**config.mk**
```make
export PLATFORM = sky130hd
export DESIGN_NAME = game_flow_controller
export DESIGN_NICKNAME = d
export VERILOG_FILES = /design/src/rtl/game_pkg.sv /design/src/rtl/btn_edge_detect.sv /design/src/rtl/game_flow_controller.sv
export SDC_FILE = /design/constraint.sdc
export NUM_CORES = 1
export LEC_CHECK = 0
export CORE_UTILIZATION = 53
export DETAILED_ROUTE_END_ITERATION = 8
export GPL_TIMING_DRIVEN = 0
export PLACE_DENSITY = 0.79
export REMOVE_ABC_BUFFERS = 1
export SETUP_SLACK_MARGIN = 0.4
export SLEW_MARGIN = 20
export SYNTH_ARGS = -nofsm -noshare
export SYNTH_HDL_FRONTEND = slang
export SYNTH_HIERARCHICAL = 1
export SYNTH_SLANG_ARGS = --single-unit
```
**constraint.sdc**
```tcl
create_clock -name clk_game -period 2.5 [get_ports clk_game]
set_input_delay 0.625 -clock clk_game [delete_from_list [all_inputs] [get_ports clk_game]]
set_output_delay 0.625 -clock clk_game [all_outputs]
set_load 0.1 [all_outputs]
```
**src/rtl/game_pkg.sv**
```systemverilog
// game_pkg
// Shared definitions for the game sequencer and its consumers (the
// seven-segment display controller decodes the same state encodings).
//   game_state_t           : 3-bit game state encoding
//   DEFAULT_FRAMES_PER_SEC : clk_game cycles per second (60 Hz frame tick)
package game_pkg;

  typedef enum logic [2:0] {
    STATE_MENU      = 3'b000,
    STATE_COUNTDOWN = 3'b001,
    STATE_GAMEPLAY  = 3'b010,
    STATE_GAME_OVER = 3'b011
  } game_state_t;

  localparam int DEFAULT_FRAMES_PER_SEC = 60;

endpackage

```
**src/rtl/btn_edge_detect.sv**
```systemverilog
// btn_edge_detect
// Rising-edge detector for a debounced, synchronous button level.
// The previous-sample register resets to 1 so a button that is already
// held when reset releases does not produce a press.
//   clk_game : game clock
//   reset    : asynchronous, active-high
//   level    : button level
//   press    : high for the cycle in which level rises (level & ~prev)
module btn_edge_detect (
  input  logic clk_game,
  input  logic reset,
  input  logic level,
  output logic press
);

  logic prev;

  always_ff @(posedge clk_game or posedge reset) begin
    if (reset) begin
      prev <= 1'b1;
    end else begin
      prev <= level;
    end
  end

  // Combinational so the press acts on the same edge that samples it.
  assign press = level & ~prev;

endmodule

```
**src/rtl/game_flow_controller.sv**
```systemverilog
// game_flow_controller
// Master game sequencer: MENU -> COUNTDOWN -> GAMEPLAY -> GAME_OVER -> MENU,
// timed from the frame clock. All outputs are registered.
//   clk_game           : 60 Hz game clock
//   reset              : asynchronous, active-high
//   btn_start/btn_mode : debounced synchronous button levels
//   p1_ko/p2_ko        : player health reached zero (levels)
//   current_game_state : 000 MENU, 001 COUNTDOWN, 010 GAMEPLAY, 011 GAME_OVER
//   game_mode_1p       : 1 = one-player mode
//   game_time_seconds  : elapsed gameplay seconds (never above MAX_GAME_SECS)
//   winner_p1/winner_p2/game_is_draw : round result, only set in GAME_OVER
//   countdown_value    : seconds remaining in the countdown
//   gameplay_active    : high only in GAMEPLAY
module game_flow_controller
  import game_pkg::*;
#(
  parameter int FRAMES_PER_SEC = DEFAULT_FRAMES_PER_SEC,
  parameter int COUNTDOWN_SECS = 3,
  parameter int MAX_GAME_SECS  = 99
) (
  input  logic       clk_game,
  input  logic       reset,
  input  logic       btn_start,
  input  logic       btn_mode,
  input  logic       p1_ko,
  input  logic       p2_ko,
  output logic [2:0] current_game_state,
  output logic       game_mode_1p,
  output logic [7:0] game_time_seconds,
  output logic       winner_p1,
  output logic       winner_p2,
  output logic       game_is_draw,
  output logic [1:0] countdown_value,
  output logic       gameplay_active
);

  localparam int FC_W = (FRAMES_PER_SEC > 1) ? $clog2(FRAMES_PER_SEC) : 1;
  localparam logic [FC_W-1:0] FRAME_LAST = FC_W'(FRAMES_PER_SEC - 1);
  localparam logic [FC_W-1:0] FRAME_ONE  = FC_W'(1);
  localparam logic [1:0]      CD_INIT    = 2'(COUNTDOWN_SECS);
  localparam logic [7:0]      TIME_MAX   = 8'(MAX_GAME_SECS);

  game_state_t     state;
  logic [FC_W-1:0] frame_cnt;
  logic            frame_wrap;
  logic [7:0]      time_inc;
  logic            start_press;
  logic            mode_press;
  logic            any_ko;

  btn_edge_detect u_start_edge (
    .clk_game (clk_game),
    .reset    (reset),
    .level    (btn_start),
    .press    (start_press)
  );

  btn_edge_detect u_mode_edge (
    .clk_game (clk_game),
    .reset    (reset),
    .level    (btn_mode),
    .press    (mode_press)
  );

  assign frame_wrap         = (frame_cnt == FRAME_LAST);
  assign time_inc           = game_time_seconds + 8'd1;
  assign any_ko             = p1_ko | p2_ko;
  assign current_game_state = state;

  always_ff @(posedge clk_game or posedge reset) begin
    if (reset) begin
      state             <= STATE_MENU;
      game_mode_1p      <= 1'b0;
      game_time_seconds <= 8'd0;
      winner_p1         <= 1'b0;
      winner_p2         <= 1'b0;
      game_is_draw      <= 1'b0;
      countdown_value   <= CD_INIT;
      gameplay_active   <= 1'b0;
      frame_cnt         <= '0;
    end else begin
      case (state)
        STATE_MENU: begin
          // Start takes priority over a simultaneous mode press.
          if (start_press) begin
            state             <= STATE_COUNTDOWN;
            frame_cnt         <= '0;
            game_time_seconds <= 8'd0;
            winner_p1         <= 1'b0;
            winner_p2         <= 1'b0;
            game_is_draw      <= 1'b0;
            countdown_value   <= CD_INIT;
          end else if (mode_press) begin
            game_mode_1p <= ~game_mode_1p;
          end
        end

        STATE_COUNTDOWN: begin
          if (frame_wrap) begin
            frame_cnt <= '0;
            // Last second expired: countdown_value is left at 1.
            if (countdown_value == 2'd1) begin
              state           <= STATE_GAMEPLAY;
              gameplay_active <= 1'b1;
            end else begin
              countdown_value <= countdown_value - 2'd1;
            end
          end else begin
            frame_cnt <= frame_cnt + FRAME_ONE;
          end
        end

        STATE_GAMEPLAY: begin
          // KO wins over the frame tick: time freezes on the KO cycle.
          if (any_ko) begin
            game_is_draw    <= p1_ko & p2_ko;
            winner_p1       <= p2_ko & ~p1_ko;
            winner_p2       <= p1_ko & ~p2_ko;
            state           <= STATE_GAME_OVER;
            gameplay_active <= 1'b0;
          end else if (frame_wrap) begin
            frame_cnt         <= '0;
            game_time_seconds <= time_inc;
            if (time_inc == TIME_MAX) begin
              game_is_draw    <= 1'b1;
              state           <= STATE_GAME_OVER;
              gameplay_active <= 1'b0;
            end
          end else begin
            frame_cnt <= frame_cnt + FRAME_ONE;
          end
        end

        STATE_GAME_OVER: begin
          if (start_press) begin
            state             <= STATE_MENU;
            game_time_seconds <= 8'd0;
            winner_p1         <= 1'b0;
            winner_p2         <= 1'b0;
            game_is_draw      <= 1'b0;
            countdown_value   <= CD_INIT;
            frame_cnt         <= '0;
          end
        end

        default: begin
          // Illegal encoding: recover to a clean MENU.
          state             <= STATE_MENU;
          game_time_seconds <= 8'd0;
          winner_p1         <= 1'b0;
          winner_p2         <= 1'b0;
          game_is_draw      <= 1'b0;
          countdown_value   <= CD_INIT;
          gameplay_active   <= 1'b0;
          frame_cnt         <= '0;
        end
      endcase
    end
  end

endmodule

```
==> results of run 1 <==
state kept, by name, indices dropped and copies added, names as in the netlist:
register            flops
game_mode_1p            1
u_start_edge/prev       1
countdown_value         2
u_mode_edge/prev        1
winner_p2               1
game_time_seconds       8
gameplay_active         1
winner_p1               1
game_is_draw            1
frame_cnt               6
current_game_state      2
through the flow:
step,util,TNS (ns),instances,hold slack (ns),total power (W)
after CTS,0.696,0,222,0.507,0.00201
after floorplan,-,-1.01,159,0.492,0.00147
after detailed placement,0.646,-1.66,212,0.488,0.00174
after global placement,0.646,-1.01,212,0.461,0.00169
after global routing,0.721,0,230,0.558,0.00217
final,0.721,0,230,0.500,0.00205
repair_timing:
item,4_1_cts,5_1_grt
endpoints found under the setup margin,30,16
gates resized for setup,66,12
pin swaps,3,5
setup buffers,6,8
worst paths after layout:
path / slack (ns) / startpoint / cells past startpoint / endpoint
max: 0.44 / btn_start / 7 / frame_cnt[5]
min: 0.50 / game_mode_1p / 1 / game_mode_1p
max reg2reg: 0.44 / game_time_seconds[0] / 6 / game_is_draw
min reg2reg: 0.50 / game_mode_1p / 1 / game_mode_1p
max in group asynchronous: 1.06 / reset / 2 / game_time_seconds[2]
min in group asynchronous: 0.65 / reset / 2 / u_mode_edge/prev
Yosys cell counts (2+ instances only):
cell type                  number  share of area
sky130_fd_sc_hd__o31ai_1        6          0.029
sky130_fd_sc_hd__a21oi_1        5          0.016
sky130_fd_sc_hd__clkbuf_1       2         0.0049
sky130_fd_sc_hd__or2b_2         2          0.011
sky130_fd_sc_hd__a21o_1         2         0.0097
sky130_fd_sc_hd__nor2b_1        3          0.012
sky130_fd_sc_hd__o21ai_1        7          0.023
sky130_fd_sc_hd__a22o_1         4          0.023
sky130_fd_sc_hd__ha_1          11          0.089
sky130_fd_sc_hd__nor2_1        14          0.034
sky130_fd_sc_hd__xor2_1         4          0.023
sky130_fd_sc_hd__nand2_1       18          0.044
sky130_fd_sc_hd__a32o_1         2          0.013
sky130_fd_sc_hd__o22ai_1        2         0.0081
sky130_fd_sc_hd__dfstp_2        4          0.068
sky130_fd_sc_hd__o21ai_0        8          0.026
sky130_fd_sc_hd__nand3_1        4          0.013
sky130_fd_sc_hd__nor2b_4        2          0.018
sky130_fd_sc_hd__nand4_1        3          0.012
sky130_fd_sc_hd__nor3_1         2         0.0065
sky130_fd_sc_hd__inv_1         11          0.027
sky130_fd_sc_hd__or3_1          2         0.0081
sky130_fd_sc_hd__dfrtp_1       21           0.34
sky130_fd_sc_hd__nand2b_1       3          0.012
report_power, final:
group | internal, W | switching, W | leakage (nW)
combinational | 0.000391 | 0.000893 | 0.538
sequential | 0.000490 | 0.0000953 | 0.318
clock | 0.0000625 | 0.000120 | 0.0150
final cells by class:
type | count | area, µm² | area share
flip-flops and latches | 25 | 636 | 0.320
multi-input cells | 122 | 910 | 0.458
well taps | 31 | 38.8 | 0.0195
clock buffers | 4 | 26.3 | 0.0132
repair buffers | 36 | 333 | 0.167
inverters | 12 | 45.0 | 0.0227
logic make-up (layout without fill, tap and decap cells):
kind of cell | after synthesis | in the layout | synth area share
xor gates and xnor gates | 5 | 5 | 0.0283
DFF | 25 | 25 | 0.408
and+or+nand+nor | 61 | 61 | 0.223
AOI/OAI and AO/OA | 43 | 43 | 0.198
muxes | 1 | 1 | 0.00648
other | 1 | 1 | 0.00243
buffers and inverters | 16 | 52 | 0.0437
adders and majority gates | 11 | 11 | 0.0891
per-layer routing:
metal	vias up	wire, µm
met5	-	0
met2	41	1840
met3	12	177
met4	0	69
met1	669	1590
li1	646	-
==> run metrics, run 1 <==
outcome=completed; half-perimeter wire length of the detailed placement result=around 2.4 mm; Largest stage delay, worst path=~0.48 ns; floorplan core area=approximately 2800 µm²; power density cells=1030 nW/µm²; starting utilization of the core area=0.560; Synth Instances=163; actual transition at the worst max-transition pin=approximately 0.88 ns; Cell Chain, Critical Path=clkdlybuf4s50_1 > nor2b_4 > nor2_1 > nor2_1 > nand4_1 > or3_1 > a21oi_1; number of storage elements in the synthesis netlist=25; portion of the post-synthesis area used by sequential elements=0.408; global routing usage on met3=0.0628; post-layout worst setup margin=0.436 ns; clock-pin slew reported for the worst setup and hold paths after clock tree synthesis=0.13 ns; share of final-layout standard cells stronger than drive strength 1=0.332; sort of element at the end of the critical path=register; Placement Cell Area=around 1800 µm²; worst path arrival time=about 2.3 ns; cell family contributing the most delay on the critical path=simple AND/OR/NAND/NOR gates; number of DRC violations after detailed-routing iteration 0=33; Post-synth EDFFs=0; most crowded layer after global routing=met2; area of all placed cells without fillers=1990 µm²; Setup Viol. Count Final=0; Routed Antenna Nets=0; number of buffers inserted during clock tree synthesis=3; number of antenna violations at the first check in global routing=0; routed length per instance=between 15 and 20 µm; count of cell types in the netlist=between 40 and 50; number of top-level pins=24; number of fillers in the final layout=200; number of global-route vias before repair=1333; vias=about 1400; area of the mapped netlist=around 1500 µm²; RSZ-0062 raised after global routing=true; dominant register cell in the synthesized netlist=sky130_fd_sc_hd__dfrtp_1; largest driver fanout on the critical path=5; cell mode on critical path=sky130_fd_sc_hd__nor2_1; Yosys warning count=6; global-route met2 utilization=0.383; headroom to the max-slew limit=0.414; Post-CTS Hold Fix Bufs=0; count of buffers from port buffering=22; class of the tightest hold or removal check=reg -> reg; post-placement setup slack=-0.307 ns; leading cell types in the layout, fill and taps excluded=sky130_fd_sc_hd__nand2_1 (17), sky130_fd_sc_hd__dfrtp_1 (17), sky130_fd_sc_hd__nor2_1 (14), sky130_fd_sc_hd__clkdlybuf4s15_2 (14), sky130_fd_sc_hd__buf_4 (14); Antenna Cells=0; max-cap check violation count=0; ratio of final minimum period to clock period=0.826; signed area change from the synthesized netlist to the final layout=28.7%; CP Launch Type=input port; Fmax=around 0.48 GHz; Leak Pwr=approximately 0.87 nW; cell with the biggest individual delay on the critical path=sky130_fd_sc_hd__clkdlybuf4s50_1; number of detailed-routing iterations run before antenna repair=4; first-pass GRT wire length=between 5 and 6 mm; clock tree from TritonCTS=done; detailed-route wire length=3.68 mm; minimum period implied by the final worst setup slack=between 2 and 2.5 ns; syn avg cell area=roughly 9.5 µm²; clock tree skew after final layout=a little over 0.007 ns; maximum number of pins on one net before global-route repair=24; routability congestion estimate from global placement=0.849; CTS root buf=sky130_fd_sc_hd__clkbuf_4; die area=3140 µm²; die outline height=around 56 µm; number of max-slew violations in the final report=0; final number of hold-violating endpoints=0; Chip Width=~56 µm; Overall Global Routing Usage=0.234; via/cell ratio=a little under 6; number of cell rows=19; Required @ worst endpoint=~2.8 ns; clock latency reported for the late side of the worst-skew pair=between 0.3 and 0.4 ns; maximum clock path buffer count=2; post-layout net count=between 200 and 250; Async S/R FF share, synth=1.00; number of DRC violations after detailed routing=0; routing usage on met1=0.315; Sinks on Clock Net=25; VDD IR max=between 900 and 1000 µV; CP Class=in -> reg; worst path bufs/invs=1; grt ovf=0; maximum level of the CTS H-tree=1
Power figures use the tool's default switching activity.
==> run 2, diff against run 1 <==
- clock period: 2.5 -> 2.1 ns (I/O delays scaled with it)
==> run 2 against run 1 <==
Against the previous run:
- the run now ends with setup timing left
- die area did not move
- sequential cell count did not move
- clock power rose by 20%
- register-to-register slack got worse by 0.45 ns
- critical path type is now reg -> reg
- critical endpoint is now game_is_draw
==> run metrics, run 2 (synthesis gave the netlist of run 1 again) <==
Fmax=about 0.47 GHz; Setup Viol. Count Final=1; detailed-route wire length=5.23 mm; Final TNS setup=-0.0171 ns; number of cell rows=19; count of buffers from port buffering=22; die area=roughly 3100 µm²; worst hold path endpoint=u_start_edge/prev; area of all placed cells without fillers=between 2000 and 2500 µm²; CP Class=reg -> reg; min-delay src=btn_start; VDD IR max=1250 µV; class of the tightest hold or removal check=in -> reg; clock tree from TritonCTS=done; number of detailed-routing iterations run before antenna repair=4; R2R Path End=game_is_draw; maximum clock path buffer count=2; largest driver fanout on the critical path=7; number of antenna violations at the first check in global routing=0; RSZ-0062 raised after global routing=true; CP Launch Type=register; power density cells=between 1000 and 1500 nW/µm²; clock-pin slew reported for the worst setup and hold paths after clock tree synthesis=around 0.14 ns; clock tree skew after final layout=a little under 0.005 ns; clock latency reported for the late side of the worst-skew pair=around 0.32 ns; half-perimeter wire length of the detailed placement result=~2.4 mm; actual transition at the worst max-transition pin=0.932 ns; routed length per instance=a little over 20 µm; die outline height=56.0 µm; violations in the final reports=setup timing; routability congestion estimate from global placement=roughly 0.85; sw frac=0.524; hold path cells=1; share of final-layout standard cells stronger than drive strength 1=0.534; total area of multi-input combinational cells=between 1000 and 1500 µm²; final number of hold-violating endpoints=0; number of DRC violations after detailed routing=0; proportion of power drawn by the clock network=0.069; Required @ worst endpoint=2.31 ns; Leak Pwr=approximately 1.0 nW; number of global-route vias before repair=1565; leading cell types in the layout, fill and taps excluded=sky130_fd_sc_hd__buf_4 (33), sky130_fd_sc_hd__dfrtp_1 (14), sky130_fd_sc_hd__nand2_1 (13); post-layout net count=between 200 and 250; Post-CTS Hold Fix Bufs=0; CTS root buf=sky130_fd_sc_hd__clkbuf_4; post-layout worst setup margin=-0.0171 ns; number of max-slew violations in the final report=0; signed area change from the synthesized netlist to the final layout=51.4%; part of the total power dissipated in sequential elements=0.215; number of buffers inserted during clock tree synthesis=3; ratio of final minimum period to clock period=1.01; vias=between 1500 and 2000; Routed Antenna Nets=0; power consumption=roughly 0.0032 W; headroom to the max-slew limit=0.378; Crit. Startpoint=game_time_seconds[6]; Antenna Cells=0; sequential standard cell area=between 600 and 700 µm²; grt ovf=0; worst path arrival time=2.33 ns; number of DRC violations after detailed-routing iteration 0=80; maximum level of the CTS H-tree=1; sort of element at the end of the critical path=register; Placement Cell Area=around 1800 µm²; worst-case register-to-register setup slack=-0.02 ns; RR Startpoint=game_time_seconds[6]; Chip Width=around 56 µm; largest registers=game_time_seconds (8), frame_cnt (6); starting utilization of the core area=0.560; number of top-level pins=24; flip-flop count of the largest register, all copies and words added=8; leading cell type in the layout, fill and taps excluded=sky130_fd_sc_hd__buf_4; register bank with the most flops=game_time_seconds; post-route non-filler standard cell count=roughly 250; maximum number of pins on one net before global-route repair=24; number of fillers in the final layout=about 140; NetSw=about 0.0017 W; number of cells on the worst reg-to-reg path=6; minimum period implied by the final worst setup slack=~2.1 ns; post-placement setup slack=-0.607 ns; placed cells=212; Sinks on Clock Net=25; max-cap check violation count=0; first-pass GRT wire length=between 7 and 8 mm; cell-internal power=0.00152 W; Comb power frac=0.716; Overall Global Routing Usage=0.294; via/cell ratio=roughly 6.4; floorplan core area=~2800 µm²; outcome=finished with violations
[run 2: per-stage QoR]
stage | hold slack, ns | utilization
finish | 0.438 | 0.848
global route | 0.432 | 0.848
CTS | 0.443 | 0.779
detailed placement | 0.488 | 0.646
global placement | 0.461 | 0.646
floorplan | 0.415 | -
[run 2: worst max path at each step]
| stage | to | slack (ns) |
|---|---|---|
| 2_1_floorplan | game_time_seconds[6] | -0.57 |
| 3_3_place_gp | game_time_seconds[6] | -0.51 |
| 3_5_place_dp | game_time_seconds[7] | -0.61 |
| 4_1_cts | game_is_draw | 0.10 |
| 5_1_grt | game_is_draw | -0.05 |
| 6_report | game_is_draw | -0.02 |
[run 2: power groups by stage]
stage	Clock (W)	Combinational [W]	Sequential, W
2_1_floorplan	0	0.000611	0.00113
3_3_place_gp	0	0.00133	0.000689
3_5_place_dp	0	0.00136	0.000703
4_1_cts	0.000221	0.00192	0.000673
5_1_grt	0.000240	0.00238	0.000698
6_report	0.000219	0.00229	0.000687
[run 2: timing repair]
item | in CTS | in global routing
resized for setup | 144 | 40
pin swaps | 21 | 17
gates cloned | 0 | 0
setup endpoints to repair | 36 | 27
buffers inserted | 28 | 8
[run 2: area by class of cell]
type	count	area share
multi-input cells	122	0.460
flip-flops and latches	25	0.273
repair buffers	58	0.220
inverters	12	0.0193
well taps	31	0.0166
clock buffers	4	0.0112
[run 2: critical path, stage by stage (launching register included)]
cell and delay (ns):
sky130_fd_sc_hd__dfrtp_2 0.46, sky130_fd_sc_hd__nand2_2 0.09, sky130_fd_sc_hd__or3_4 0.42, sky130_fd_sc_hd__a2111oi_4 0.45, sky130_fd_sc_hd__a21oi_4 0.17, sky130_fd_sc_hd__o31ai_2 0.28
sky130_fd_sc_hd__o31ai_1 0.13
[run 2: layer usage]
layer | up-vias | wire length (µm) | global-route usage
met5 | - | 0 | 0
met4 | 0 | 160 | 0.0976
met3 | 21 | 393 | 0.0535
met2 | 94 | 2670 | 0.503
met1 | 804 | 2010 | 0.373
li1 | 686 | - | -
==> run 3, diff against run 2 <==
- ABC_AREA: default -> 1
- CORE_UTILIZATION: 53 -> 55
- CTS_BUF_LIST: default -> sky130_fd_sc_hd__clkbuf_4
- PLACE_DENSITY: 0.79 -> 0.82
==> run 3 against run 2 <==
Against the previous run:
- the run now ends clean
- via count is 11% lower
- core utilization fell by 6.5 points
- synthesized area down 1.9%
- non-clock buffer count is 19 lower
- worst hold slack improved by 0.014 ns
- global-route usage shrank 4.6 points
- die area decreased by 5.3%
- register-to-register slack better by 0.32 ns
- design area shrank 15%
- largest cell class unchanged
==> run metrics, run 3 <==
most frequent cells after synthesis=sky130_fd_sc_hd__nand2_1 (37), sky130_fd_sc_hd__inv_1 (28), sky130_fd_sc_hd__dfrtp_1 (21); number of antenna violations at the first check in global routing=0; register bank with the most flops=game_time_seconds; routed length per instance=~15 µm; Setup Viol. Count Final=0; global-route met2 utilization=0.451; dominant register cell in the synthesized netlist=sky130_fd_sc_hd__dfrtp_1; dominant cell by count in the synthesized netlist=sky130_fd_sc_hd__nand2_1; starting utilization of the core area=0.595; clock latency reported for the late side of the worst-skew pair=between 0.3 and 0.4 ns; clock-pin slew reported for the worst setup and hold paths after clock tree synthesis=0.13 ns; detailed-route wire length=approximately 3.8 mm; count of cell types in the netlist=32; Leak Pwr=0.946 nW; syn avg cell area=between 8 and 9 µm²; ratio of final minimum period to clock period=0.855; area of the mapped netlist=about 1500 µm²; leading cell type in the layout, fill and taps excluded=sky130_fd_sc_hd__nand2_1; number of global-route vias before repair=1245; floorplan core area=2540 µm²; worst-case register-to-register setup slack=between 0.3 and 0.4 ns; most crowded layer after global routing=met2; number of detailed-routing iterations run before antenna repair=4; hold path cells=1; post-layout net count=approximately 240; die outline height=approximately 54 µm; via/cell ratio=around 5.6; class of the tightest hold or removal check=in -> reg; power density cells=1600 nW/µm²; number of fillers in the final layout=about 170; number of cells on the worst reg-to-reg path=9; signed area change from the synthesized netlist to the final layout=31.5%; Sinks on Clock Net=25; number of storage elements in the synthesis netlist=25; maximum number of pins on one net before global-route repair=24; minimum period implied by the final worst setup slack=1.80 ns; number of top-level pins=24; maximum level of the CTS H-tree=1; Fmax=around 0.56 GHz; number of DRC violations after detailed routing=0; Required @ worst endpoint=approximately 2.4 ns; CP Class=reg -> reg; clock tree skew after final layout=approximately 0.0055 ns; largest driver fanout on the critical path=6; largest cells by area after synthesis=sky130_fd_sc_hd__dfrtp_1 (35%), sky130_fd_sc_hd__nand2_1 (9.2%), sky130_fd_sc_hd__ha_1 (9.1%); share of the synthesized area in the top cell type=0.347; post-placement setup slack=-0.469 ns; largest registers=game_time_seconds (8), frame_cnt (6); sort of element at the end of the critical path=register; final number of hold-violating endpoints=0; Synth Instances=186; Routed Antenna Nets=0; Post-CTS Hold Fix Bufs=0; half-perimeter wire length of the detailed placement result=2.18 mm; CP Launch Type=register; vias=between 1000 and 1500; maximum clock path buffer count=2; actual transition at the worst max-transition pin=approximately 0.90 ns; Async S/R FF share, synth=1.00; R2R Path End=game_time_seconds[5]; headroom to the max-slew limit=0.396; portion of the post-synthesis area used by sequential elements=0.416; library cell with the largest summed area after synthesis=sky130_fd_sc_hd__dfrtp_1; sequential standard cell area=632 µm²; die area=a little under 3000 µm²; number of max-slew violations in the final report=0; Overall Global Routing Usage=0.248; worst hold path endpoint=u_start_edge/prev; Chip Width=approximately 54 µm; Post-synth EDFFs=0; max-cap check violation count=0; share of final-layout standard cells stronger than drive strength 1=0.372; outcome=completed; VDD IR max=roughly 1200 µV; RR Startpoint=frame_cnt[0]; first-pass GRT wire length=5.11 mm; flip-flop count of the largest register, all copies and words added=8; number of buffers inserted during clock tree synthesis=3; number of cell rows=18; routability congestion estimate from global placement=0.765; CTS root buf=sky130_fd_sc_hd__clkbuf_4; leading cell types in the layout, fill and taps excluded=sky130_fd_sc_hd__nand2_1 (34), sky130_fd_sc_hd__inv_1 (23), sky130_fd_sc_hd__dfrtp_1 (20); RSZ-0062 raised after global routing=true; worst path arrival time=around 2 ns; grt ovf=0; routing usage on met1=0.275; total area of multi-input combinational cells=858 µm²; Yosys warning count=6; number of DRC violations after detailed-routing iteration 0=40; Final TNS setup=0 ns; post-layout worst setup margin=about 0.30 ns; Antenna Cells=0; global routing usage on met3=0.0389; min-delay src=btn_start; clock tree from TritonCTS=done; count of buffers from port buffering=22
run 3: cell types whose count changed in the layout (fill, tap and decap cells not counted), sizes merged, moves of 3 or more:
cell / previous run / this run
inv: 12 / 31
a22o: 4 / 0
nor3: 2 / 5
o31ai: 6 / 0
nor2b: 5 / 0
or3: 4 / 0
clkbuf: 6 / 9
xor2: 4 / 1
nand3: 5 / 17
nand2: 18 / 39
nand2b: 3 / 0
buf: 51 / 29
nor2: 14 / 22
run 3: final cells by class:
| cell class | count | area share |
|---|---|---|
| Sequential cell | 25 | 0.317 |
| Clock buffer | 4 | 0.0151 |
| Inverter | 31 | 0.0609 |
| Multi-Input combinational cell | 127 | 0.431 |
| Timing Repair Buffer | 39 | 0.158 |
| Tap cell | 30 | 0.0188 |
run 3: kinds of logic (layout without fill, tap and decap cells):
logic type               after synthesis  after routing  share of synthesized area
AO/OA/AOI/OAI                         25             25                      0.104
AND/OR/NAND/NOR                       87             87                      0.269
flip-flops                            25             25                      0.416
adder cells (fa/ha/maj)               11             11                     0.0908
XOR/XNOR                               3              3                     0.0173
buffers and inverters                 34             74                     0.0999
other                                  1              1                    0.00247
run 3: what timing repair did:
| item | in CTS | in global routing |
|---|---|---|
| pin swaps | 7 | 12 |
| setup endpoints to repair | 32 | 26 |
| gates resized for setup | 114 | 29 |
| setup buffers | 10 | 6 |
| gates cloned | 1 | 0 |
run 3: critical path, stage by stage (launching register included):
cell and delay [ns]:
sky130_fd_sc_hd__dfrtp_1 0.41, sky130_fd_sc_hd__ha_2 0.19, sky130_fd_sc_hd__nand2_1 0.06, sky130_fd_sc_hd__nor2_1 0.15, sky130_fd_sc_hd__nand2_2 0.14, sky130_fd_sc_hd__buf_4 0.17
sky130_fd_sc_hd__a211oi_4 0.29, sky130_fd_sc_hd__buf_6 0.18, sky130_fd_sc_hd__nand3_1 0.06, sky130_fd_sc_hd__o21ai_1 0.08
run 3: how the worst max path moves through the flow:
stage	start	endpoint	slack, ns	cells past startpoint
2_1_floorplan	current_game_state[0]	game_time_seconds[1]	-0.51	9
3_3_place_gp	btn_start	game_time_seconds[1]	-0.41	9
3_5_place_dp	btn_start	game_time_seconds[2]	-0.47	9
4_1_cts	countdown_value[0]	countdown_value[0]	0.38	1
5_1_grt	frame_cnt[0]	current_game_state[1]	0.20	12
6_report	frame_cnt[0]	game_time_seconds[5]	0.30	9
run 3: layer usage:
metal	wire, µm	vias to the layer above
met5	0	-
met4	85	0
met3	175	9
met2	2060	56
met1	1460	680
li1	-	676
run 3: report_power, final:
part / switching, W / internal [W] / leakage [nW]
registers: 0.000110 / 0.000618 / 0.324
logic: 0.00152 / 0.000704 / 0.603
clock network: 0.000142 / 0.0000873 / 0.0184
run 3: stage by stage:
step / utilization / std cells / power (W) / cell area [µm²] / hold slack (ns)
after global routing: 0.783 / 256 / 0.00335 / 1990 / 0.440
after detailed placement: 0.685 / 235 / 0.00245 / 1740 / 0.463
after floorplan: - / 183 / 0.00208 / 1490 / 0.415
final: 0.783 / 256 / 0.00318 / 1990 / 0.453
after global placement: 0.685 / 235 / 0.00240 / 1740 / 0.458
after CTS: 0.724 / 250 / 0.00294 / 1840 / 0.456
